**src/rtl/serial_adder_pkg.sv**
```systemverilog
// Shared types and constants for the serial adder datapath (controller and result collector).
package serial_adder_pkg;

  localparam int unsigned SER_WIDTH_DEFAULT = 8;

  typedef enum logic [1:0] {
    IDLE  = 2'b00,
    SHIFT = 2'b01,
    CARRY = 2'b10,
    HOLD  = 2'b11
  } state_e;

  // Running parity: the first bit of a word restarts the accumulation.
  function automatic logic parity_next(input logic start, input logic par, input logic b);
    if (start) begin
      parity_next = b;
    end else begin
      parity_next = par ^ b;
    end
  endfunction

endpackage

```
**src/rtl/serial_sipo_reg.sv**
```systemverilog
// LSB-first serial-in/parallel-out register with synchronous clear.
// With SERIAL_COLLECT_PARITY_EN defined it also keeps a running parity of shifted bits.
module serial_sipo_reg
  import serial_adder_pkg::*;
#(
  parameter int WIDTH = SER_WIDTH_DEFAULT
) (
  input  logic             CLK,
  input  logic             RST,
  input  logic             clr_i,
  input  logic             shift_en_i,
  input  logic             start_i,
  input  logic             bit_i,
`ifdef SERIAL_COLLECT_PARITY_EN
  output logic             parity_o,
`endif
  output logic [WIDTH-1:0] shreg_o
);

  logic [WIDTH-1:0] shreg_q;
  logic [WIDTH-1:0] shreg_d;

  // New bits enter at the top so the first received bit ends up in bit 0.
  always_comb begin
    shreg_d = shreg_q;
    if (clr_i) begin
      shreg_d = {WIDTH{1'b0}};
    end else if (shift_en_i) begin
      shreg_d = {bit_i, shreg_q[WIDTH-1:1]};
    end else begin
      shreg_d = shreg_q;
    end
  end

  // Shift register state.
  always_ff @(posedge CLK or negedge RST) begin
    if (!RST) begin
      shreg_q <= {WIDTH{1'b0}};
    end else begin
      shreg_q <= shreg_d;
    end
  end

  assign shreg_o = shreg_q;

`ifdef SERIAL_COLLECT_PARITY_EN
  logic parity_q;
  logic parity_d;

  // Parity accumulator follows the same clear/shift qualification as the data.
  always_comb begin
    parity_d = parity_q;
    if (clr_i) begin
      parity_d = 1'b0;
    end else if (shift_en_i) begin
      parity_d = parity_next(start_i, parity_q, bit_i);
    end else begin
      parity_d = parity_q;
    end
  end

  // Parity accumulator state.
  always_ff @(posedge CLK or negedge RST) begin
    if (!RST) begin
      parity_q <= 1'b0;
    end else begin
      parity_q <= parity_d;
    end
  end

  assign parity_o = parity_q;
`endif

endmodule

```
**src/rtl/serial_result_collector.sv**
```systemverilog
// Collects the LSB-first sum bitstream and final carry into a parallel word on a valid/ready port.
// Optional RES_PARITY output is enabled with the SERIAL_COLLECT_PARITY_EN macro.
module serial_result_collector
  import serial_adder_pkg::*;
#(
  parameter int WIDTH = SER_WIDTH_DEFAULT
) (
  input  logic             CLK,
  input  logic             RST,
  input  logic             SER_EN,
  input  logic             SER_LOAD,
  input  logic             SER_BIT,
  input  logic             SER_CARRY,
  output logic [WIDTH-1:0] RES_DATA,
  output logic             RES_COUT,
`ifdef SERIAL_COLLECT_PARITY_EN
  output logic             RES_PARITY,
`endif
  output logic             RES_VALID,
  input  logic             RES_READY,
  output logic             BUSY,
  output logic             OVERRUN
);

  localparam int CNT_W = $clog2(WIDTH + 1);
  localparam logic [CNT_W-1:0] CNT_ZERO = CNT_W'(0);
  localparam logic [CNT_W-1:0] CNT_ONE  = CNT_W'(1);
  localparam logic [CNT_W-1:0] CNT_FULL = CNT_W'(WIDTH);

  state_e           state_q, state_d;
  logic [CNT_W-1:0] cnt_q, cnt_d;
  logic [WIDTH-1:0] res_data_q, res_data_d;
  logic             res_cout_q, res_cout_d;
  logic             res_valid_q, res_valid_d;
  logic             busy_q, busy_d;
  logic             overrun_q, overrun_d;

  logic             acc_s;
  logic             sh_en_s;
  logic             sh_start_s;
  logic             sh_clr_s;
  logic [WIDTH-1:0] shreg_s;

  assign acc_s = SER_EN & ~SER_LOAD;

`ifdef SERIAL_COLLECT_PARITY_EN
  logic res_parity_q, res_parity_d;
  logic parity_s;
`endif

  serial_sipo_reg #(
    .WIDTH(WIDTH)
  ) u_sipo (
    .CLK       (CLK),
    .RST       (RST),
    .clr_i     (sh_clr_s),
    .shift_en_i(sh_en_s),
    .start_i   (sh_start_s),
    .bit_i     (SER_BIT),
`ifdef SERIAL_COLLECT_PARITY_EN
    .parity_o  (parity_s),
`endif
    .shreg_o   (shreg_s)
  );

  // Next-state, counter and result register logic.
  always_comb begin
    state_d     = state_q;
    cnt_d       = cnt_q;
    res_data_d  = res_data_q;
    res_cout_d  = res_cout_q;
    res_valid_d = res_valid_q;
    overrun_d   = overrun_q;
    sh_en_s     = 1'b0;
    sh_start_s  = 1'b0;
    sh_clr_s    = 1'b0;
`ifdef SERIAL_COLLECT_PARITY_EN
    res_parity_d = res_parity_q;
`endif

    case (state_q)
      IDLE: begin
        if (acc_s) begin
          sh_en_s    = 1'b1;
          sh_start_s = 1'b1;
          cnt_d      = CNT_ONE;
          state_d    = (cnt_d == CNT_FULL) ? CARRY : SHIFT;
        end else if (SER_LOAD) begin
          overrun_d = 1'b0;
          state_d   = IDLE;
        end else begin
          state_d = IDLE;
        end
      end

      SHIFT: begin
        // Any gap in the window before the word is complete discards it.
        if (acc_s) begin
          sh_en_s = 1'b1;
          cnt_d   = cnt_q + CNT_ONE;
          state_d = (cnt_d == CNT_FULL) ? CARRY : SHIFT;
        end else begin
          sh_clr_s = 1'b1;
          cnt_d    = CNT_ZERO;
          state_d  = IDLE;
        end
      end

      CARRY: begin
        res_data_d  = shreg_s;
        res_cout_d  = SER_CARRY;
        res_valid_d = 1'b1;
        cnt_d       = CNT_ZERO;
        state_d     = HOLD;
`ifdef SERIAL_COLLECT_PARITY_EN
        res_parity_d = parity_s;
`endif
      end

      HOLD: begin
        if (RES_READY) begin
          res_valid_d = 1'b0;
          if (acc_s) begin
            sh_en_s    = 1'b1;
            sh_start_s = 1'b1;
            cnt_d      = CNT_ONE;
            state_d    = (cnt_d == CNT_FULL) ? CARRY : SHIFT;
          end else begin
            state_d = IDLE;
          end
        end else if (acc_s) begin
          overrun_d = 1'b1;
          state_d   = HOLD;
        end else begin
          state_d = HOLD;
        end
      end

      default: begin
        sh_clr_s    = 1'b1;
        cnt_d       = CNT_ZERO;
        res_valid_d = 1'b0;
        state_d     = IDLE;
      end
    endcase

    busy_d = (state_d == SHIFT) || (state_d == CARRY);
  end

  // State and output registers.
  always_ff @(posedge CLK or negedge RST) begin
    if (!RST) begin
      state_q     <= IDLE;
      cnt_q       <= CNT_ZERO;
      res_data_q  <= {WIDTH{1'b0}};
      res_cout_q  <= 1'b0;
      res_valid_q <= 1'b0;
      busy_q      <= 1'b0;
      overrun_q   <= 1'b0;
    end else begin
      state_q     <= state_d;
      cnt_q       <= cnt_d;
      res_data_q  <= res_data_d;
      res_cout_q  <= res_cout_d;
      res_valid_q <= res_valid_d;
      busy_q      <= busy_d;
      overrun_q   <= overrun_d;
    end
  end

`ifdef SERIAL_COLLECT_PARITY_EN
  // Parity of the held word, captured alongside RES_DATA.
  always_ff @(posedge CLK or negedge RST) begin
    if (!RST) begin
      res_parity_q <= 1'b0;
    end else begin
      res_parity_q <= res_parity_d;
    end
  end

  assign RES_PARITY = res_parity_q;
`endif

  assign RES_DATA  = res_data_q;
  assign RES_COUT  = res_cout_q;
  assign RES_VALID = res_valid_q;
  assign BUSY      = busy_q;
  assign OVERRUN   = overrun_q;

endmodule

```
**config.mk**
```make
export PLATFORM = sky130hd
export DESIGN_NAME = serial_result_collector
export DESIGN_NICKNAME = d
export VERILOG_FILES = /design/src/rtl/serial_adder_pkg.sv /design/src/rtl/serial_sipo_reg.sv /design/src/rtl/serial_result_collector.sv
export SDC_FILE = /design/constraint.sdc
export NUM_CORES = 1
export LEC_CHECK = 0
export ABC_AREA = 1
export BUFFER_PORTS_ARGS = -buffer_cell sky130_fd_sc_hd__buf_4
export CAP_MARGIN = 20
export CELL_PAD_IN_SITES_DETAIL_PLACEMENT = 0
export CELL_PAD_IN_SITES_GLOBAL_PLACEMENT = 1
export CORE_MARGIN = 2
export CORE_UTILIZATION = 45
export CTS_CLUSTER_SIZE = 12
export DETAILED_ROUTE_END_ITERATION = 12
export GPL_TIMING_DRIVEN = 1
export PLACE_DENSITY = 0.81
export SYNTH_ARGS = -nofsm -noshare
export SYNTH_HDL_FRONTEND = slang
export SYNTH_SLANG_ARGS = --single-unit
```
**constraint.sdc**
```tcl
create_clock -name CLK -period 3.2 [get_ports CLK]
set_clock_uncertainty 0.15 [all_clocks]
set_input_delay 0.16 -clock CLK [delete_from_list [all_inputs] [get_ports CLK]]
set_output_delay 0.16 -clock CLK [all_outputs]
set_load 0.005 [all_outputs]
```
==> results of run 1 <==
worst max-delay path, delay by kind of cell (launching register included):
family | cells | cell delay, ns
AND/OR/NAND/NOR | 5 | 0.50
AO/OA/AOI/OAI | 1 | 0.11
flip-flops | 1 | 0.41
buffers and inverters | 2 | 0.35
adder cells (fa/ha/maj) | 1 | 0.25
stage by stage:
stage / hold slack (ns) / total power (µW) / worst slack [ns]
2_1_floorplan: -0.2856 / 560.4 / 1.686
3_3_place_gp: -0.06759 / 621.5 / 1.485
3_5_place_dp: -0.05883 / 621.5 / 1.418
4_1_cts: 0.1099 / 797.5 / 1.380
5_1_grt: 0.1185 / 840.9 / 1.211
6_report: 0.1025 / 790.8 / 1.376
synth_stat cells (all sizes together):
cell,n,area (µm²)
o211ai,1,7.510
nand4,2,12.51
nor3,2,15.01
a21oi,4,23.77
o22ai,4,25.02
ha,5,62.56
nand3b,1,7.510
nor2,9,38.79
nand3,7,45.04
clkbuf,1,3.750
a31oi,1,21.27
dfrtp,26,650.6
o21ai,18,93.84
nand2,34,135.1
xnor2,1,8.760
buf,1,11.26
inv,27,101.4
bufinv,1,17.52
o31ai,3,22.52
worst paths after layout:
| kind | to | slack (ns) | cells after the start |
|---|---|---|---|
| worst max register to register | BUSY | 1.38 | 9 |
| min in group CLK | state_q[0] | 0.11 | 5 |
| worst max-delay path | BUSY | 1.38 | 9 |
| max in group asynchronous | u_sipo.shreg_o[1] | 2.55 | 2 |
| worst min register to register | RES_COUT | 0.34 | 2 |
| worst min-delay path | RES_DATA[2] | 0.10 | 2 |
timing repair:
item / CTS / global route
endpoints found under the setup margin: 0 / 0
hold buffers: 5 / 0
endpoints found under the hold margin: 30 / 0
gates resized for setup: 0 / 0
layout make-up:
cell class	count	area, µm²	share of cell area (%)
flip-flops and latches	26	650.6	42.00
multi-input cells	92	519.2	33.52
repair buffers	23	185.2	11.95
inverters	28	118.9	7.674
well taps	31	38.79	2.504
clock buffers	4	36.28	2.342
sequential cells by signal (all words and copies together) (netlist names):
| signal | cells |
|---|---|
| RES_VALID | 1 |
| RES_DATA | 8 |
| OVERRUN | 1 |
| state_q | 2 |
| BUSY | 1 |
| RES_COUT | 1 |
| cnt_q | 4 |
| u_sipo.shreg_o | 8 |
cell families (layout without fill, tap and decap cells):
family	Yosys count	after routing	share of synthesized area [%]
buffers and inverters	30	55	10.27
XOR/XNOR	1	1	0.6719
flip-flops	26	26	49.90
AO/OA/AOI/OAI	31	31	14.87
adder cells (fa/ha/maj)	5	5	4.798
AND/OR/NAND/NOR	55	55	19.48
power breakdown:
group          switching, µW  leakage (µW)  total, µW  internal, µW
registers               21.7      0.000346        380           358
logic                    137      0.000389        240           103
clock network            101     0.0000210        171          69.8
routing by layer:
| layer | up-vias | global-route usage (%) | wire length (µm) |
|---|---|---|---|
| met5 | - | 0 | 0 |
| met4 | 0 | 5.980 | 33 |
| met3 | 4 | 2.679 | 75 |
| met2 | 18 | 24.84 | 1185 |
| met1 | 469 | 22.87 | 1083 |
| li1 | 522 | - | - |
==> results.sh, run 1 <==
export IMPL_htreeDepth=1
export IMPL_ir_drop_mv=0.3272
export IMPL_worstPathCellList="inv_1, ha_1, inv_2, nand2_1, nor2_1, nand2_1, a21oi_1, nand3_1, nand2_1"
export IMPL_die_area_um2=3344
export IMPL_drtIter0Drc=41
export IMPL_min_path_type="in2async"
export IMPL_grt_max_degree=27
export IMPL_dr_pass1_iters=4
export IMPL_nFillCells=255
export IMPL_grt_ovfl_total=0
export IMPL_worstMarginPinSlew_ns=0.3354
export IMPL_cts_tree="done"
export IMPL_place_area_um2=1463
export IMPL_synth_net_count=160
export IMPL_setup_viol=0
export IMPL_cpMostUsedCell="nand2_1"
export IMPL_utilization_pct=56.17
export IMPL_fin_area_um2=1549
export IMPL_postSynthAreaPerCell_um2=8.809
export IMPL_via_per_inst=4.966
export IMPL_clk_path_buf_depth=2
export IMPL_ant_nets=0
export IMPL_core_area_um2=2758
export IMPL_grt_setup_unrepaired="false"
export IMPL_synth_seq_cells=26
export IMPL_cp_start_kind="flop"
export IMPL_antenna_found_initial=0
export IMPL_layout_commonest_cell="nand2_1"
export IMPL_fin_setup_tns_ns=0
export IMPL_syn_area_um2=1304
export IMPL_clock_fmax_mhz=548.2
export IMPL_ios=19
export IMPL_yosysSeqAreaShare_pct=49.90
export IMPL_grtUsageTotal_pct=16.09
export IMPL_io_buffers=18
export IMPL_drc=0
export IMPL_p_leak_uw=0.0007564
export IMPL_synth_distinct_cells=27
export IMPL_wirelength_um=2377
export IMPL_p_per_area_nw_per_um2=510.6
export IMPL_mostFrequentLayoutCells="33 x nand2_1, 26 x dfrtp_1, 24 x inv_1"
export IMPL_final_hold_viol_count=0
export IMPL_rows=19
export IMPL_syn_instance_count=148
export IMPL_r2r_start="state_q[0]"
export IMPL_crit_type="reg2reg"
export IMPL_timing_max_cap_violations=0
export IMPL_status="finished clean"
export IMPL_dp_cells=195
export IMPL_wire_per_inst_um=11.65
export IMPL_critPathArrivalTime_ns=1.96
export IMPL_ys_warn_count=0
export IMPL_area_delta_synth_final_pct=18.81
export IMPL_antennaDiodeCount=0
export IMPL_vias=1013
export IMPL_post_route_period_util_pct=57.00
export IMPL_slew_headroom_pct=77.64
export IMPL_path_clk_slew_ns=0.14
export IMPL_die_height_um=57.83
export IMPL_worstSkewPairLatency_ns=0.33
export IMPL_die_w_um=57.83
export IMPL_critPathLaunch="state_q[0]"
export IMPL_clkSinkCount=26
export IMPL_fin_nets=186
export IMPL_fin_cells=204
export IMPL_numCtsBuffers=3
export IMPL_period_needed_ns=1.824
export IMPL_place_congestion=0.7669
export IMPL_cp_end_kind="flop"
export IMPL_path_max_fanout=20
export IMPL_initial_core_util_pct=47.28
export IMPL_cts_root_buf="clkbuf_4"
export IMPL_critical_path_max_stage_delay_ns=0.41
export IMPL_grt_pass1_vias=972
export IMPL_drive_gt1_share_pct=20.23
export IMPL_grt_first_pass_wirelength_um=4133
export IMPL_slew_violations=0
export IMPL_cp_slowest_cell="dfrtp_1"
export IMPL_dpl_hpwl_um=1647
export IMPL_required_ns=3.33
export IMPL_post_cts_buffers=0
(Power assumes the default switching activity.)
==> inputs of run 2 (changes only) <==
Settings changed: CORE_UTILIZATION 45 to 38, PLACE_DENSITY 0.81 to 0.73.
Clock period 3.2 ns to 1.47 ns, I/O delays scaled along.
==> run 2 against run 1 <==
Compared with the run above: hold slack got worse by 0.067 ns; critical path depth shrank 3; final cell count rose by 15%; global-route usage down 0.82 points; total power rose to 2.6 times the previous value; the flow now finishes with violations (negative setup slack); combinational power grew to 3.9 times the previous value; count of clock-buffer cells in the layout down 1; register-to-register slack worse by 1.4 ns; sequential power increased by 120%; first-iteration DRC count shrank 39%; utilization increased by 0.75 points; worst setup slack got worse by 1.4 ns.
==> results.sh, run 2 (synthesis results as in run 1) <==
export IMPL_setup_viol=11
export IMPL_place_congestion=0.7417
export IMPL_slew_violations=0
export IMPL_ios=19
export IMPL_antenna_found_initial=0
export IMPL_r2r_end="cnt_q[3]"
export IMPL_p_leak_uw=0.0008558
export IMPL_crit_type="reg2reg"
export IMPL_via_per_inst=4.634
export IMPL_core_area_um2=3311
export IMPL_htreeDepth=1
export IMPL_min_path_type="in2async"
export IMPL_critPathArrivalTime_ns=1.59
export IMPL_post_route_period_util_pct=103.1
export IMPL_path_max_fanout=4
export IMPL_totalPowerFinal_uw=2079
export IMPL_io_buffers=18
export IMPL_clk_path_buf_depth=2
export IMPL_cp_start_kind="flop"
export IMPL_mostFrequentLayoutCells="33 x buf_4, 24 x dfrtp_1, 24 x nand2_1"
export IMPL_worstMarginPinSlew_ns=0.3484
export IMPL_required_ns=1.54
export IMPL_place_area_um2=1564
export IMPL_worstSkewPairLatency_ns=0.32
export IMPL_die_area_um2=3916
export IMPL_violations="negative setup slack"
export IMPL_timing_max_cap_violations=0
export IMPL_r2r_start="state_q[0]"
export IMPL_period_needed_ns=1.516
export IMPL_numCtsBuffers=3
export IMPL_fin_area_um2=1884
export IMPL_slew_headroom_pct=76.77
export IMPL_fin_nets=203
export IMPL_rows=21
export IMPL_dr_pass1_iters=4
export IMPL_die_w_um=62.58
export IMPL_ant_nets=0
export IMPL_r2r_slack_ns=-0.05
export IMPL_wire_per_inst_um=12.23
export IMPL_clkSinkCount=26
export IMPL_ir_drop_mv=0.5652
export IMPL_die_height_um=62.58
export IMPL_vias=1089
export IMPL_grt_first_pass_wirelength_um=4802
export IMPL_p_per_area_nw_per_um2=1103
export IMPL_layout_setup_ws_ns=-0.04624
export IMPL_grt_max_degree=27
export IMPL_r2r_cells=6
export IMPL_drc=0
export IMPL_cts_tree="done"
export IMPL_nFillCells=322
export IMPL_path_clk_slew_ns=0.14
export IMPL_grt_ovfl_total=0
export IMPL_initial_core_util_pct=39.38
export IMPL_cts_root_buf="clkbuf_4"
export IMPL_layout_commonest_cell="buf_4"
export IMPL_clock_fmax_mhz=659.5
export IMPL_wirelength_um=2873
export IMPL_drtIter0Drc=25
export IMPL_final_hold_viol_count=0
export IMPL_area_delta_synth_final_pct=44.53
export IMPL_grt_setup_unrepaired="true"
export IMPL_dpl_hpwl_um=1895
export IMPL_cp_end_kind="flop"
export IMPL_grt_pass1_vias=1113
export IMPL_grtUsageTotal_pct=15.27
export IMPL_antennaDiodeCount=0
export IMPL_drive_gt1_share_pct=44.44
export IMPL_status="finished with violations"
run 2: changes by cell type in the layout (fill, tap and decap cells not counted), sizes merged:
cell / before / now
buf: 18 / 35
bufinv: 1 / 0
clkbuf: 4 / 3
inv: 27 / 28
run 2: layer usage:
| layer | track usage, % | routed length [µm] |
|---|---|---|
| met1 | 17.49 | 1239 |
| met2 | 29.30 | 1555 |
| met3 | 1.622 | 59 |
| met4 | 5.000 | 19 |
| met5 | 0 | 0 |
run 2: area by class of cell:
class                   instances  area (µm²)  share of cell area (%)
clock buffers                   3       22.52                   1.195
inverters                      28       127.6                   6.773
multi-input cells              92       703.2                   37.32
flip-flops and latches         26       653.1                   34.66
well taps                      46       57.56                   3.054
repair buffers                 40       320.3                   17.00
run 2: worst max-delay path by stage:
stage,startpoint,endpoint,slack (ns),cells after the start
2_1_floorplan,state_q[1],u_sipo.shreg_o[0],-0.008,7
3_3_place_gp,state_q[0],cnt_q[3],-0.09,6
3_5_place_dp,state_q[1],u_sipo.shreg_o[5],-0.16,7
4_1_cts,state_q[1],BUSY,-0.05,8
5_1_grt,state_q[1],BUSY,-0.13,8
6_report,state_q[0],cnt_q[3],-0.05,6
run 2: where the power goes:
part / total, µW / internal [µW] / switching, µW
Clock: 306 / 96.0 / 210
Sequential: 841 / 782 / 58.5
Combinational: 933 / 455 / 478
Total: 2080 / 1330 / 746
run 2: what timing repair did:
item	CTS	global route
pin swaps	8	7
gates resized for setup	29	23
hold buffers	5	0
endpoints found under the hold margin	30	0
endpoints found under the setup margin	14	20
buffers inserted	3	4
run 2: critical path, stage by stage (launching register included):
cell and delay (ns):
dfrtp_2 0.49, inv_4 0.10, ha_4 0.15, inv_6 0.05
a31oi_4 0.26, buf_4 0.16, o22ai_2 0.06
run 2: stage by stage:
step	setup slack, ns	TNS [ns]	hold WS (ns)	std cells	util [%]
global route	-0.1296	-1.383	0.06497	235	56.92
detailed placement	-0.1576	-1.555	-0.1436	220	47.24
global placement	-0.09330	-0.9548	-0.1493	220	47.24
floorplan	-0.007570	-0.04263	-0.3721	148	-
finish	-0.04624	-0.3381	0.03549	235	56.92
CTS	-0.04564	-0.2813	0.03776	231	53.29
==> inputs of run 3 (changes only) <==
Settings changed: ABC_AREA 1 to default, CORE_MARGIN 2 to default, CORE_UTILIZATION 38 to 39, PLACE_DENSITY 0.73 to 0.71, REMOVE_ABC_BUFFERS from default to 1.
==> run 3 against run 2 <==
Compared with the run above: the run still ends with negative setup slack left; design area is 3.5% lower; wire length is 9.7% lower; synthesized cell count is 32% lower; utilization is 3.2 points higher; non-clock buffer count is 2 higher; largest power group is now registers; area after synthesis is 5.7% lower; critical endpoint is now u_sipo.shreg_o[1].
==> results.sh, run 3 <==
export IMPL_cts_root_buf="clkbuf_4"
export IMPL_ys_warn_count=0
export IMPL_fin_setup_tns_ns=-2.203
export IMPL_timing_max_cap_violations=0
export IMPL_maxUsedRoutingLayer="met4"
export IMPL_slew_headroom_pct=77.67
export IMPL_m1WireLength_um=1292
export IMPL_synth_xor_area_share_pct=0.7121
export IMPL_fin_area_um2=1819
export IMPL_path_max_fanout=4
export IMPL_clkSinkCount=26
export IMPL_ios=19
export IMPL_yosysMostFrequentCell="dfrtp_1"
export IMPL_place_area_um2=1496
export IMPL_layout_setup_ws_ns=-0.1782
export IMPL_synth_mux_area_share_pct=9.054
export IMPL_grt_pass1_vias=902
export IMPL_utilization_pct=60.08
export IMPL_io_buffers=18
export IMPL_synth_top_family_by_area="compound AO/OA/AOI/OAI gates"
export IMPL_critPathArrivalTime_ns=1.73
export IMPL_synth_simple_gate_area_share_pct=12.72
export IMPL_min_path_type="in2async"
export IMPL_yosys_top_cells_area="dfrtp_1 53%, mux2_2 8.2%, a22o_1 6.4%"
export IMPL_slew_violations=0
export IMPL_mostFrequentLayoutCells="29 x buf_4, 24 x dfrtp_1, 9 x a22o_1, 9 x mux2_4, 8 x nand2_1"
export IMPL_critical_path_max_stage_delay_ns=0.48
export IMPL_met2RoutedLength_um=1199
export IMPL_grt_first_pass_wirelength_um=4091
export IMPL_period_needed_ns=1.648
export IMPL_cp_end_kind="flop"
export IMPL_violations="negative setup slack"
export IMPL_route_met3_wl_um=81
export IMPL_cts_tree="done"
export IMPL_antenna_found_initial=0
export IMPL_die_area_um2=3382
export IMPL_core_area_um2=3028
export IMPL_worstMarginPinSlew_ns=0.3349
export IMPL_fin_nets=156
export IMPL_async_flop_share_pct=100.0
export IMPL_post_route_period_util_pct=112.1
export IMPL_yosysSeqAreaShare_pct=52.90
export IMPL_wire_per_inst_um=13.87
export IMPL_cp_start_kind="flop"
export IMPL_drc=0
export IMPL_wirelength_um=2593
export IMPL_postSynthAreaPerCell_um2=12.30
export IMPL_status="finished with violations"
export IMPL_drtIter0Drc=23
export IMPL_numCtsBuffers=3
export IMPL_synth_seq_cells=26
export IMPL_required_ns=1.56
export IMPL_die_w_um=58.16
export IMPL_ant_nets=0
export IMPL_path_clk_slew_ns=0.15
export IMPL_p_per_area_nw_per_um2=797.4
export IMPL_path_delay_family="flip-flops"
export IMPL_via_per_inst=4.920
export IMPL_r2r_cells=6
export IMPL_ir_drop_mv=0.5475
export IMPL_crit_type="reg2reg"
export IMPL_yosysTopAreaCell="dfrtp_1"
export IMPL_worstSkewPairLatency_ns=0.32
export IMPL_area_delta_synth_final_pct=47.91
export IMPL_htreeDepth=1
export IMPL_synthAdderAreaFrac_pct=5.086
export IMPL_grtUsageTotal_pct=15.99
export IMPL_synth_distinct_cells=31
export IMPL_rows=20
export IMPL_vias=920
export IMPL_drive_gt1_share_pct=48.95
export IMPL_dpl_hpwl_um=1630
export IMPL_critical_path_depth=6
export IMPL_synth_compound_area_share_pct=16.58
export IMPL_die_height_um=58.16
export IMPL_p_leak_uw=0.0008517
export IMPL_initial_core_util_pct=40.62
export IMPL_crit_buf_inv=2
export IMPL_setup_viol=20
export IMPL_layout_commonest_cell="buf_4"
export IMPL_synth_top_cell_area_share_pct=52.90
export IMPL_cp_slowest_cell="dfrtp_2"
export IMPL_grt_ovfl_total=0
export IMPL_grt_setup_unrepaired="true"
export IMPL_clock_fmax_mhz=606.7
export IMPL_antennaDiodeCount=0
export IMPL_syn_instance_count=100
export IMPL_place_congestion=0.7631
export IMPL_grt_max_degree=27
export IMPL_syn_area_um2=1230
export IMPL_synth_common_cells="26 x dfrtp_1, 9 x a22o_1, 9 x mux2_2"
export IMPL_synthFlopType="dfrtp_1"
export IMPL_worstPathCellList="inv_4, ha_4, a211oi_4, nor3_4, buf_4, a22o_1"
export IMPL_final_hold_viol_count=0
export IMPL_dr_pass1_iters=4
export IMPL_synth_edf_count=0
export IMPL_clk_path_buf_depth=2
-- run 3: cell count changes in the layout (fill, tap and decap cells not counted), sizes merged, moves of 2 or more --
cell    previous run  this run
inv               28         4
a22o               0         9
nand3              7         2
o31ai              3         1
o21ai             18         8
mux2               0         9
nor2b              0         3
o22ai              4         1
nor2               9         2
nand2             34         8
nand2b             0         2
-- run 3: final cells by class --
class	count	area (µm²)
Clock buffer	3	22.52
Clock inverter	1	30.03
Fill cell	244	1209
Inverter	4	20.02
Multi-Input combinational cell	67	669.4
Sequential cell	26	653.1
Tap cell	44	55.05
Timing Repair Buffer	42	369.1
-- run 3: cell families after synthesis --
kind of cell,Yosys count
AO/OA/AOI/OAI,25
XOR/XNOR,1
adder cells (fa/ha/maj),5
buffers and inverters,7
flip-flops,26
multiplexers,10
AND/OR/NAND/NOR,26
-- run 3: repair_timing --
action                                  CTS  global route
pin swaps                                17             8
endpoints found under the hold margin    33             0
hold buffers                              6             0
setup buffers                             2             3
resized for setup                        36             8
endpoints found under the setup margin   25            24
-- run 3: final timing paths --
kind	slack [ns]	from	endpoint
max	-0.18	state_q[1]	u_sipo.shreg_o[1]
max in group asynchronous	0.88	RST	state_q[1]
min	0.01	RST	cnt_q[0]
max reg2reg	-0.18	state_q[1]	u_sipo.shreg_o[1]
min in group CLK	0.09	SER_LOAD	state_q[0]
min reg2reg	0.37	OVERRUN	OVERRUN
-- run 3: layer usage --
layer | vias to the layer above | global-route usage, %
li1 | 451 | -
met1 | 448 | 22.77
met2 | 19 | 25.29
met3 | 2 | 2.232
met4 | 0 | 5.102
met5 | - | 0
-- run 3: stage by stage --
stage | worst slack [ns] | hold WS (ns) | std cells | power (µW)
2_1_floorplan | -0.2682 | -0.3721 | 97 | 845.0
5_1_grt | -0.2518 | 0.03161 | 187 | 1515
4_1_cts | -0.1617 | 0.02341 | 184 | 1449
3_3_place_gp | -0.2401 | -0.1474 | 172 | 907.0
3_5_place_dp | -0.2712 | -0.1445 | 172 | 910.7
6_report | -0.1782 | 0.01353 | 187 | 1451
-- run 3: where the power goes --
group / switching (µW) / internal (µW) / total (µW)
registers: 30.3 / 744 / 774
clock network: 226 / 276 / 502
logic: 81.3 / 93.9 / 175
